**config.mk**
```make
export PLATFORM = sky130hd
export DESIGN_NAME = tdc_ram_readout
export DESIGN_NICKNAME = d
export VERILOG_FILES = /design/src/rtl/tdc_ram_readout.sv
export SDC_FILE = /design/constraint.sdc
export NUM_CORES = 1
export LEC_CHECK = 0
export CAP_MARGIN = 20
export CORE_MARGIN = 4
export CORE_UTILIZATION = 43
export CTS_CLUSTER_SIZE = 8
export DETAILED_ROUTE_END_ITERATION = 6
export PLACE_DENSITY_LB_ADDON = 0.3
export SYNTH_ARGS = -nofsm -noshare
export SYNTH_HDL_FRONTEND = slang
export SYNTH_SLANG_ARGS = --single-unit
```
**constraint.sdc**
```tcl
create_clock -name clk -period 1.9 [get_ports clk]
set_input_delay 0.285 -clock clk [delete_from_list [all_inputs] [get_ports clk]]
set_output_delay 0.285 -clock clk [all_outputs]
set_load 0.01 [all_outputs]
```
**src/rtl/tdc_ram_readout.sv**
```systemverilog
// tdc_ram_readout: streams 16-bit TDC result words from a sync-read RAM to a byte host
// interface, MSB first. Define TDC_READOUT_CHECKSUM_EN to append an XOR checksum byte.
module tdc_ram_readout #(
  parameter int ADDR_W = 10
) (
  input  logic              clk,
  input  logic              reset_n,
  input  logic              start,
  input  logic              abort,
  input  logic [ADDR_W-1:0] start_addr,
  input  logic [ADDR_W:0]   n_words,
  output logic              ram_rd,
  output logic [ADDR_W-1:0] ram_addr,
  input  logic [15:0]       ram_rdata,
  output logic [7:0]        tx_data,
  output logic              tx_valid,
  input  logic              tx_ready,
  output logic              busy,
  output logic              done
);

  // Byte handshake: a byte moves on a rising edge with tx_valid && tx_ready. While
  // tx_valid=1 and tx_ready=0, tx_data is held and tx_valid stays up (abort/reset excepted).
`ifdef TDC_READOUT_CHECKSUM_EN
  typedef enum logic [2:0] {S_IDLE, S_READ, S_WAIT, S_SEND_HI, S_SEND_LO, S_DONE, S_CSUM} state_t;
  localparam state_t LAST_NEXT = S_CSUM;
  logic [7:0] csum_q;
`else
  typedef enum logic [2:0] {S_IDLE, S_READ, S_WAIT, S_SEND_HI, S_SEND_LO, S_DONE} state_t;
  localparam state_t LAST_NEXT = S_DONE;
`endif

  localparam logic [ADDR_W:0]   MAX_WORDS = {1'b1, {ADDR_W{1'b0}}};
  localparam logic [ADDR_W:0]   WORD_ONE  = {{ADDR_W{1'b0}}, 1'b1};
  localparam logic [ADDR_W-1:0] ADDR_ONE  = {{(ADDR_W-1){1'b0}}, 1'b1};

  state_t            state, state_next;
  logic [ADDR_W-1:0] addr_q;
  logic [ADDR_W:0]   remain_q;
  logic [ADDR_W:0]   n_clamped;
  logic [15:0]       word_q;
  logic              xfer;

  assign n_clamped = (n_words > MAX_WORDS) ? MAX_WORDS : n_words;
  assign xfer      = tx_valid && tx_ready;
  assign ram_addr  = addr_q;

  always_comb begin
    state_next = state;
    ram_rd     = 1'b0;
    tx_valid   = 1'b0;
    tx_data    = 8'h00;
    done       = 1'b0;
    busy       = (state != S_IDLE);
    case (state)
      S_IDLE: if (start) state_next = (n_clamped == '0) ? LAST_NEXT : S_READ;
      S_READ: begin
        ram_rd     = 1'b1;
        state_next = S_WAIT;
      end
      S_WAIT: state_next = S_SEND_HI;
      S_SEND_HI: begin
        tx_valid = 1'b1;
        tx_data  = word_q[15:8];
        if (tx_ready) state_next = S_SEND_LO;
      end
      S_SEND_LO: begin
        tx_valid = 1'b1;
        tx_data  = word_q[7:0];
        if (tx_ready) state_next = (remain_q == WORD_ONE) ? LAST_NEXT : S_READ;
      end
`ifdef TDC_READOUT_CHECKSUM_EN
      S_CSUM: begin
        tx_valid = 1'b1;
        tx_data  = csum_q;
        if (tx_ready) state_next = S_DONE;
      end
`endif
      S_DONE: begin
        done       = 1'b1;
        state_next = S_IDLE;
      end
      default: state_next = S_IDLE;
    endcase
    // Abort wins over any transfer in flight; start wins over abort in IDLE.
    if (abort && state != S_IDLE) state_next = S_IDLE;
  end

  always_ff @(posedge clk or negedge reset_n) begin
    if (!reset_n) begin
      state    <= S_IDLE;
      addr_q   <= '0;
      remain_q <= '0;
      word_q   <= '0;
    end else begin
      state <= state_next;
      if (state == S_IDLE && start) begin
        addr_q   <= start_addr;
        remain_q <= n_clamped;
      end
      if (state == S_WAIT) word_q <= ram_rdata;
      if (state == S_SEND_LO && xfer) begin
        addr_q   <= addr_q + ADDR_ONE;
        remain_q <= remain_q - WORD_ONE;
      end
    end
  end

`ifdef TDC_READOUT_CHECKSUM_EN
  always_ff @(posedge clk or negedge reset_n) begin
    if (!reset_n) begin
      csum_q <= 8'h00;
    end else if (state == S_IDLE && start) begin
      csum_q <= 8'h00;
    end else if (xfer && (state == S_SEND_HI || state == S_SEND_LO)) begin
      csum_q <= csum_q ^ tx_data;
    end
  end
`endif

endmodule

```
# == Word level (Yosys, flattened, before mapping) ==
# Index checks and enable logic that the tools add are counted.
# totals
regBits,40
inputBits,42
output_inout_bits,22
word_cells,42
# classes
addsub,2
magnitude_cmp,1
n_eq_ne,9
mux,16
reduce_logical,10
# ops
cell,count
$mux W11,3
$mux W10,2
$mux W3,6
$pmux W8 S2,1
$pmux W3 S5,1
$eq A11 B1 Y1 const B,1
$gt A11 B11 Y1 const B,1
$logic_not A11 Y1,1
$sub A11 B1 Y11 const B,1
$add A10 B1 Y10 const B,1
$ne A3 B3 Y1 const B,3
$eq A3 B2 Y1 const B,2
$eq A3 B3 Y1 const B,2
$logic_and A1 B1 Y1,4
$eq A3 B1 Y1 const B,1
$logic_not A3 Y1,1
$mux W1,3
$reduce_and A3 Y1,1
$reduce_bool A3 Y1,1
$reduce_bool A2 Y1,1
$reduce_or A2 Y1,1

# == Logic depth before layout (Yosys ltp) ==
# Gate-level depths: netlist (run 1).
# depth
word_depth,7
depth_mapped,7
ltp_nobuf,5

# == Least setup slack after synthesis (run 1) ==
# OpenSTA, ideal clock, no wires.
# synth_timing
path_kind,register to register
startpoint,reg remain_q[5]
endpoint,reg state[2]
setup_time_ns,0.086
arrival_time_ns,1.800
required_ns,1.814
setup_slack_ns,0.014
path_stages_with_launch,5
n_path_buf,0
synth_period_minus_slack_ns,1.886
cell_sequence,dfrtp_1 or4_4 or2_4 or4_1 a32oi_1
# synth_between
elab_chain_cells,5
# synth_rtl
item,line,rtl
from (decl),39,logic [ADDR_W:0] remain_q;
from (signal assigned),99,remain_q <= n_clamped;
from (signal assigned),104,remain_q <= remain_q - WORD_ONE;
$eq A11 B1 Y1,70,if (tx_ready) state_next = (remain_q == WORD_ONE) ? LAST_NEXT : S_READ;
$mux W3 (2 in a row),70,
$pmux W3 S5,55,case (state)
$mux W3,86,if (abort && state != S_IDLE) state_next = S_IDLE;
to (signal assigned),96,state <= state_next;
to (decl),37,"state_t state, state_next;"
# Every way passes these cells. The select of a mux whose other input is x is not followed.
# A chain may end at the register's enable or synchronous reset.

# == Final worst setup path (run 1) ==
# layout_timing
startpoint,reg state[0]
endpoint,reg addr_q[9] (netlist: ram_addr[9])
# layout_between
elab_chain_cells,6
elab_cells_between_ends,10
cone_classes,eq/ne (2); mux (2); reduce/logical (6)
# layout_rtl
item,line,rtl
$eq A3 B3 Y1 or $eq A3 B2 Y1 (tied branches),"55, 102",
$reduce_or A2 Y1 (no line),-,
$mux W1,55,
$logic_and A1 B1 Y1,45,assign xfer = tx_valid && tx_ready;
$logic_and A1 B1 Y1,102,if (state == S_SEND_LO && xfer) begin
$mux W10 or $reduce_bool A2 Y1 (tied branches),-,
to (signal assigned),98,addr_q <= start_addr;
to (signal assigned),103,addr_q <= addr_q + ADDR_ONE;
to (decl),38,logic [ADDR_W-1:0] addr_q;
# Parallel ways exist; a longest one is shown, timed or not.

==> out/results.tsv, run 1 <==
metric	value	unit
status	complete, no violations	
first-pass GRT wire length	10.07	mm
Setup Viol. Count Final	0	
hold_buf cts	0	
Post-DRT Antenna Nets	0	
FF-to-FF path depth	7	
CP most frequent cell	buf_6	
Inserted Diodes	0	
R2R Setup Slk	20	ps
minimum clock period	1879	ps
min-delay worst type	input pin to asynchronous set/reset pin	
max frequency	532.2	MHz
proportion of layout cells with a drive suffix above 1	0.3131	
number of synthesized register bits	40	
pwr/cell area	1337	nW/um^2
DP Wirelength	4.373	mm
Internal	2.757	mW
crit path capture	ram_addr[9]$_DFFE_PN0P_	
CP Data Required Time	2050	ps
# nets final	358	
Max VDD drop	760.2	uV
FF-to-FF Start	state[0]$_DFFE_PN0P_	
Gate power share	0.517	
Seq/Total Area, Yosys	0.4592	
max incr delay on CP	450	ps
leak pwr	1.380	nW
initial antenna violation count	0	
Die Ht	79.20	microns
Post-synth EDFFs	0	
Layout Skew	9.157	ps
Filler Cell Count	392	
CP Cell Sequence	buf_6, buf_6, nor4bb_4, buf_6, nand3_4, o211ai_1, o311ai_1	
grt ovf	0	
I/O pin total	64	
I/O Buffers	63	
GRT Total Usage	0.2065	
die width	79.20	microns
CP Max Fanout	4	
most frequent cells in the layout	clkdlybuf4s50_1, dfrtp_1, buf_4, nand2_1, mux2_2	
synth unique cells	48	
critical path class	register to register	
Psw	1.665	mW
Final WS setup	20.84	ps
CTS sink count	40	
DP Worst Slack	-165.2	ps
Least-Margin Pin Slew	523.1	ps
Clock transition at path regs	80	ps
Initial Utilization	0.4525	
clock share of power	0.120	
DIE AREA	6272	sq um
routed length per instance	16.56	microns
MaxCap Viol Count	0	
terminus of the critical flop-to-flop path	ram_addr[9]$_DFFE_PN0P_	
Vias/cell	5.666	
worst rel slew slack	0.6513	
via count	2153	
GPL Wtd Cong	0.8507	
RSZ-0062 raised after global routing	yes	
Slowest-stage cell, CP	dfrtp_2	
count of final hold-check violations	0	
worst skew pair latency	290	ps
htree depth	2	
commonest non-fill, non-tap cell in the layout	clkdlybuf4s50_1	
core area	4817	sq um
DR pass1 iterations	4	
crit path launch type	register	
CP Capture Type	register	
Mapped Avg Cell Area	10.09	sq um
root buffer cell	clkbuf_8	
Synth Net Count	261	
Rows	25	
Switching Share	0.3765	
max-slew violations	0	
final cycle utilization of the critical path	0.9890	
post-synthesis async set-or-reset flop share	1.000	
Syn Std Cell Area	2180	sq um
dominant synthesized flop cell	dfrtp_1	
CP arrival	2030	ps
Area Growth Syn to Fin	51.78	%
crit path launch	state[0]$_DFFE_PN0P_	
initial DRC count	142	
routed wire length	6.294	mm
Syn Inst Count	216	
total CTS buffers	5	
number of global-route vias before repair	2179	
final core occ	0.6868	
CTS Buffer Depth	2	
sequential power share	0.364	
DRC violations left	0	
largest net degree at the start of global routing	41	
Ys Warns	0	
CTS tree	yes	
## cells in the mapped netlist, types with 2 or more instances
library cell	n	area, sq um
nor4b_1	2	17.52
o41ai_1	2	17.52
nor3b_1	3	22.52
and3_1	2	12.51
inv_1	4	15.01
o21ai_0	7	35.03
a211oi_1	2	15.01
buf_2	4	20.02
mux2_2	17	191.4
a221o_1	5	50.05
and2_1	2	12.51
ha_1	3	37.54
o311ai_0	3	26.28
nand3_1	11	55.05
or4_1	3	22.52
o211ai_1	8	60.06
a31oi_1	2	12.51
a22o_1	8	70.07
nor2_1	15	56.30
dfrtp_1	40	1001
nand2_1	18	67.56
clkbuf_1	10	37.54
a21oi_1	12	60.06
nand2b_1	6	37.54
nor4_1	4	25.02
## through the flow
stage / instances / power [mW] / hold WS (ps) / setup TNS [ps] / area (sq um)
floorplan: 216 / 2.706 / -10.59 / 0 / 2180
global placement: 363 / 3.668 / 377.6 / -680.2 / 3070
detailed placement: 363 / 3.727 / 381.8 / -1319 / 3070
CTS: 380 / 4.305 / 60.94 / -7.908 / 3234
global route: 380 / 4.738 / 94.66 / -241.3 / 3308
finish: 380 / 4.422 / 54.29 / 0 / 3308
## cells by family (layout without fill, tap and decap cells)
| kind of cell | after synthesis | after routing | share of synthesized area |
|---|---|---|---|
| AND/OR/NAND/NOR | 77 | 77 | 0.1963 |
| AO/OA/AOI/OAI | 60 | 60 | 0.2021 |
| flip-flops | 40 | 40 | 0.4592 |
| buffers and inverters | 18 | 115 | 0.03330 |
| multiplexers | 17 | 17 | 0.08783 |
| adder cells (fa/ha/maj) | 3 | 3 | 0.01722 |
| XOR/XNOR | 1 | 1 | 0.004019 |
## worst max-delay path, delay by kind of cell, from the launching register on
family                 cells  cell delay [ps]
DFF                        1              450
AOI/OAI and AO/OA          2              360
buffers and inverters      3              440
and+or+nand+nor            2              480
## worst min path at each step
stage,to,slack (ps),cells past startpoint
3_5_place_dp,word_q[3]$_DFFE_PN0P_,380,2
2_1_floorplan,ram_addr[0]$_DFFE_PN0P_,-10,0
4_1_cts,word_q[3]$_DFFE_PN0P_,60,2
6_report,word_q[11]$_DFFE_PN0P_,50,2
3_3_place_gp,word_q[1]$_DFFE_PN0P_,380,2
5_1_grt,word_q[3]$_DFFE_PN0P_,90,2
## area by class of cell
| cell class | count | area [sq um] | area share |
|---|---|---|---|
| clock buffers | 6 | 72.57 | 0.02194 |
| clock inverters | 1 | 5.005 | 0.001513 |
| inverters | 4 | 15.01 | 0.004539 |
| multi-input cells | 158 | 1204 | 0.3638 |
| flip-flops and latches | 40 | 1005 | 0.3037 |
| well taps | 67 | 83.83 | 0.02534 |
| repair buffers | 104 | 923.4 | 0.2791 |
## power groups by stage
stage / Combinational, mW / Sequential (mW) / Clock [mW]
floorplan: 1.13 / 1.58 / 0
global placement: 2.09 / 1.58 / 0
detailed placement: 2.14 / 1.59 / 0
CTS: 2.18 / 1.58 / 0.546
global route: 2.49 / 1.67 / 0.583
finish: 2.28 / 1.61 / 0.529
## sequential cells by signal, summed over array words and instances (netlist names)
| register | cells |
|---|---|
| state | 3 |
| ram_addr | 10 |
| word_q | 16 |
| remain_q | 11 |
## timing repair
item,CTS,global route
resized for setup,20,43
buffers inserted,10,1
pin swaps,5,15
endpoints found under the setup margin,14,22
## metal layers
metal | share of wire | track usage | vias to the layer above
li1 | - | - | 1019
met1 | 0.43 | 0.2632 | 1058
met2 | 0.51 | 0.3468 | 66
met3 | 0.047 | 0.03401 | 10
met4 | 0.018 | 0.08591 | 0
met5 | 0 | 0 | -
Note: power is estimated with default switching activity, not from simulation.
==> inputs of run 2 (changes only) <==
--- a/config.mk
+++ b/config.mk
@@ -6,8 +6,10 @@
 export NUM_CORES = 1
 export LEC_CHECK = 0
 export CAP_MARGIN = 20
+export CELL_PAD_IN_SITES_DETAIL_PLACEMENT = 0
+export CELL_PAD_IN_SITES_GLOBAL_PLACEMENT = 2
 export CORE_MARGIN = 4
-export CORE_UTILIZATION = 43
+export CORE_UTILIZATION = 26
 export CTS_CLUSTER_SIZE = 8
 export DETAILED_ROUTE_END_ITERATION = 6
 export PLACE_DENSITY_LB_ADDON = 0.3
==> out/results.tsv, run 2 (synthesis results as in run 1) <==
metric	value	unit	change
status	complete, no violations		
I/O pin total	64		unchanged
routed wire length	6.622	mm	+5.2%
MaxCap Viol Count	0		unchanged
R2R Setup Slk	60	ps	+40 ps
CP Capture Type	register		
total CTS buffers	5		unchanged
hold slack	41.15	ps	-13.13 ps
grt ovf	0		unchanged
core area	8175	sq um	+70%
CP arrival	2070	ps	+40 ps
Filler Cell Count	833		+110%
Vias/cell	4.990		-12%
CTS sink count	40		unchanged
min-delay worst type	input pin to asynchronous set/reset pin		
Layout Skew	12.07	ps	+2.909 ps
leak pwr	1.378	nW	-0.17%
setup_tns	0	ps	unchanged
CTS tree	yes		
Least-Margin Pin Slew	540.6	ps	+17.59 ps
proportion of layout cells with a drive suffix above 1	0.2830		-0.03014
I/O Buffers	63		unchanged
critical path class	register to register		
Post-DRT Antenna Nets	0		unchanged
initial DRC count	58		-59%
final cycle utilization of the critical path	0.9667		-0.02233
most frequent cells in the layout	clkdlybuf4s50_1, dfrtp_1, buf_4, nand2_1, mux2_2		
Placed Area	3126	sq um	+1.8%
CTS Buffer Depth	2		unchanged
largest net degree at the start of global routing	41		unchanged
Clock transition at path regs	90	ps	about the same
htree depth	2		unchanged
fin cells	416		+9.5%
number of global-route vias before repair	2163		-0.73%
Die Ht	99.56	microns	+26%
DP Wirelength	4.805	mm	+9.9%
largest reg by FF count	word_q		
max-slew violations	0		unchanged
GRT Total Usage	0.1412		-0.06533
Initial Utilization	0.2666		-0.1859
minimum clock period	1837	ps	-42.42 ps
CP Max Fanout	6		+2
Setup Viol. Count Final	0		unchanged
DIE AREA	9912	sq um	+58%
terminus of the critical flop-to-flop path	state[2]$_DFFE_PN0P_		
pwr/cell area	1364	nW/um^2	+2.1%
root buffer cell	clkbuf_8		
worst rel slew slack	0.6396		-0.01173
FF-to-FF Start	remain_q[6]$_DFFE_PN0P_		
final instance area	3322	sq um	+0.42%
DRC violations left	0		unchanged
GPL Wtd Cong	0.7763		-8.7%
Rows	33		+32%
routed length per instance	15.92	microns	-3.9%
Area Growth Syn to Fin	52.41	%	
CP Data Required Time	2130	ps	+80 ps
max frequency	544.4	MHz	+2.3%
die width	99.56	microns	+26%
RSZ-0062 raised after global routing	yes		
worst skew pair latency	300	ps	about the same
commonest non-fill, non-tap cell in the layout	clkdlybuf4s50_1		
Max VDD drop	439.8	uV	-42%
count of final hold-check violations	0		unchanged
number of flip-flops under the largest register name	16		unchanged
DR pass1 iterations	4		unchanged
initial antenna violation count	0		unchanged
crit path launch type	register		
first-pass GRT wire length	11.03	mm	+9.5%
hold_buf cts	0		unchanged
Inserted Diodes	0		unchanged
FF-to-FF path depth	4		-3
placed cells	402		+11%
# nets final	355		-0.84%
via count	2076		-3.6%
run 2: cell types whose count changed in the layout (fill, tap and decap cells not counted), moves of 2 or more:
cell	change
dfrtp_1	+2
dfrtp_2	-2
clkdlybuf4s15_1	+2
nor3b_2	+2
buf_4	+3
nor2_1	+2
nor2_2	-2
buf_2	+4
nand3_1	+2
clkbuf_2	-7
buf_6	-4
run 2: critical path, stage by stage, from the launching register on:
cell and delay [ps]:
dfrtp_1 390, or4_4 550, or2_4 270, or4_1 400
a32oi_1 170
run 2: through the flow:
stage / utilization / total power, mW / worst slack (ps)
2_1_floorplan: - / 2.706 / 14.37
3_3_place_gp: 0.3823 / 3.748 / -147.1
3_5_place_dp: 0.3823 / 3.757 / -159.6
4_1_cts: 0.4011 / 4.536 / -47.49
5_1_grt: 0.4063 / 4.898 / -25.39
6_report: 0.4063 / 4.531 / 63.26
run 2: report_power, final:
group / switching, mW / internal, mW / total (mW) / leakage (nW)
Combinational: 1.00 / 1.19 / 2.19 / 0.832
Sequential: 0.326 / 1.26 / 1.59 / 0.484
Clock: 0.324 / 0.430 / 0.754 / 0.0614
Total: 1.65 / 2.88 / 4.53 / 1.38
run 2: worst max-delay path by stage:
stage                              end               startpoint  depth (start not counted)  slack, ps
6_report          state[2]$_DFFE_PN0P_  remain_q[6]$_DFFE_PN0P_                          4         60
5_1_grt                     tx_data[5]     state[1]$_DFFE_PN0P_                          5        -30
4_1_cts                     tx_data[3]     state[1]$_DFFE_PN0P_                          6        -50
3_5_place_dp   remain_q[1]$_DFFE_PN0P_                    start                          6       -160
3_3_place_gp   remain_q[3]$_DFFE_PN0P_                 tx_ready                          6       -150
2_1_floorplan     state[2]$_DFFE_PN0P_  remain_q[5]$_DFFE_PN0P_                          4         10
run 2: area by class of cell:
cell class              instances  area (sq um)  area share
multi-input cells             158          1161      0.3495
flip-flops and latches         40          1002      0.3017
repair buffers                101         890.9      0.2682
well taps                     105         131.4     0.03955
clock buffers                   6         82.58     0.02486
clock inverters                 2         38.79     0.01168
inverters                       4         15.01    0.004520
run 2: repair_timing:
| item | 4_1_cts | 5_1_grt |
|---|---|---|
| setup buffers | 4 | 2 |
| resized for setup | 27 | 22 |
| gates cloned | 0 | 0 |
| pin swaps | 5 | 6 |
| setup endpoints to repair | 14 | 26 |
run 2: per-layer routing:
layer | wire length (microns) | share of wire | GRT usage | vias up
met5 | 0 | 0 | 0 | -
met1 | 3111 | 0.47 | 0.1879 | 1024
met2 | 3257 | 0.49 | 0.2268 | 30
met3 | 157 | 0.024 | 0.02875 | 7
li1 | - | - | - | 1015
met4 | 95 | 0.014 | 0.05147 | 0
==> inputs of run 3 (changes only) <==
--- a/config.mk
+++ b/config.mk
@@ -5,6 +5,7 @@
 export SDC_FILE = /design/constraint.sdc
 export NUM_CORES = 1
 export LEC_CHECK = 0
+export ABC_CLOCK_PERIOD_IN_PS = 1900
 export CAP_MARGIN = 20
 export CELL_PAD_IN_SITES_DETAIL_PLACEMENT = 0
 export CELL_PAD_IN_SITES_GLOBAL_PLACEMENT = 2
==> results of run 3 <==
Final layout, timing and power as in run 2 (identical DEF).
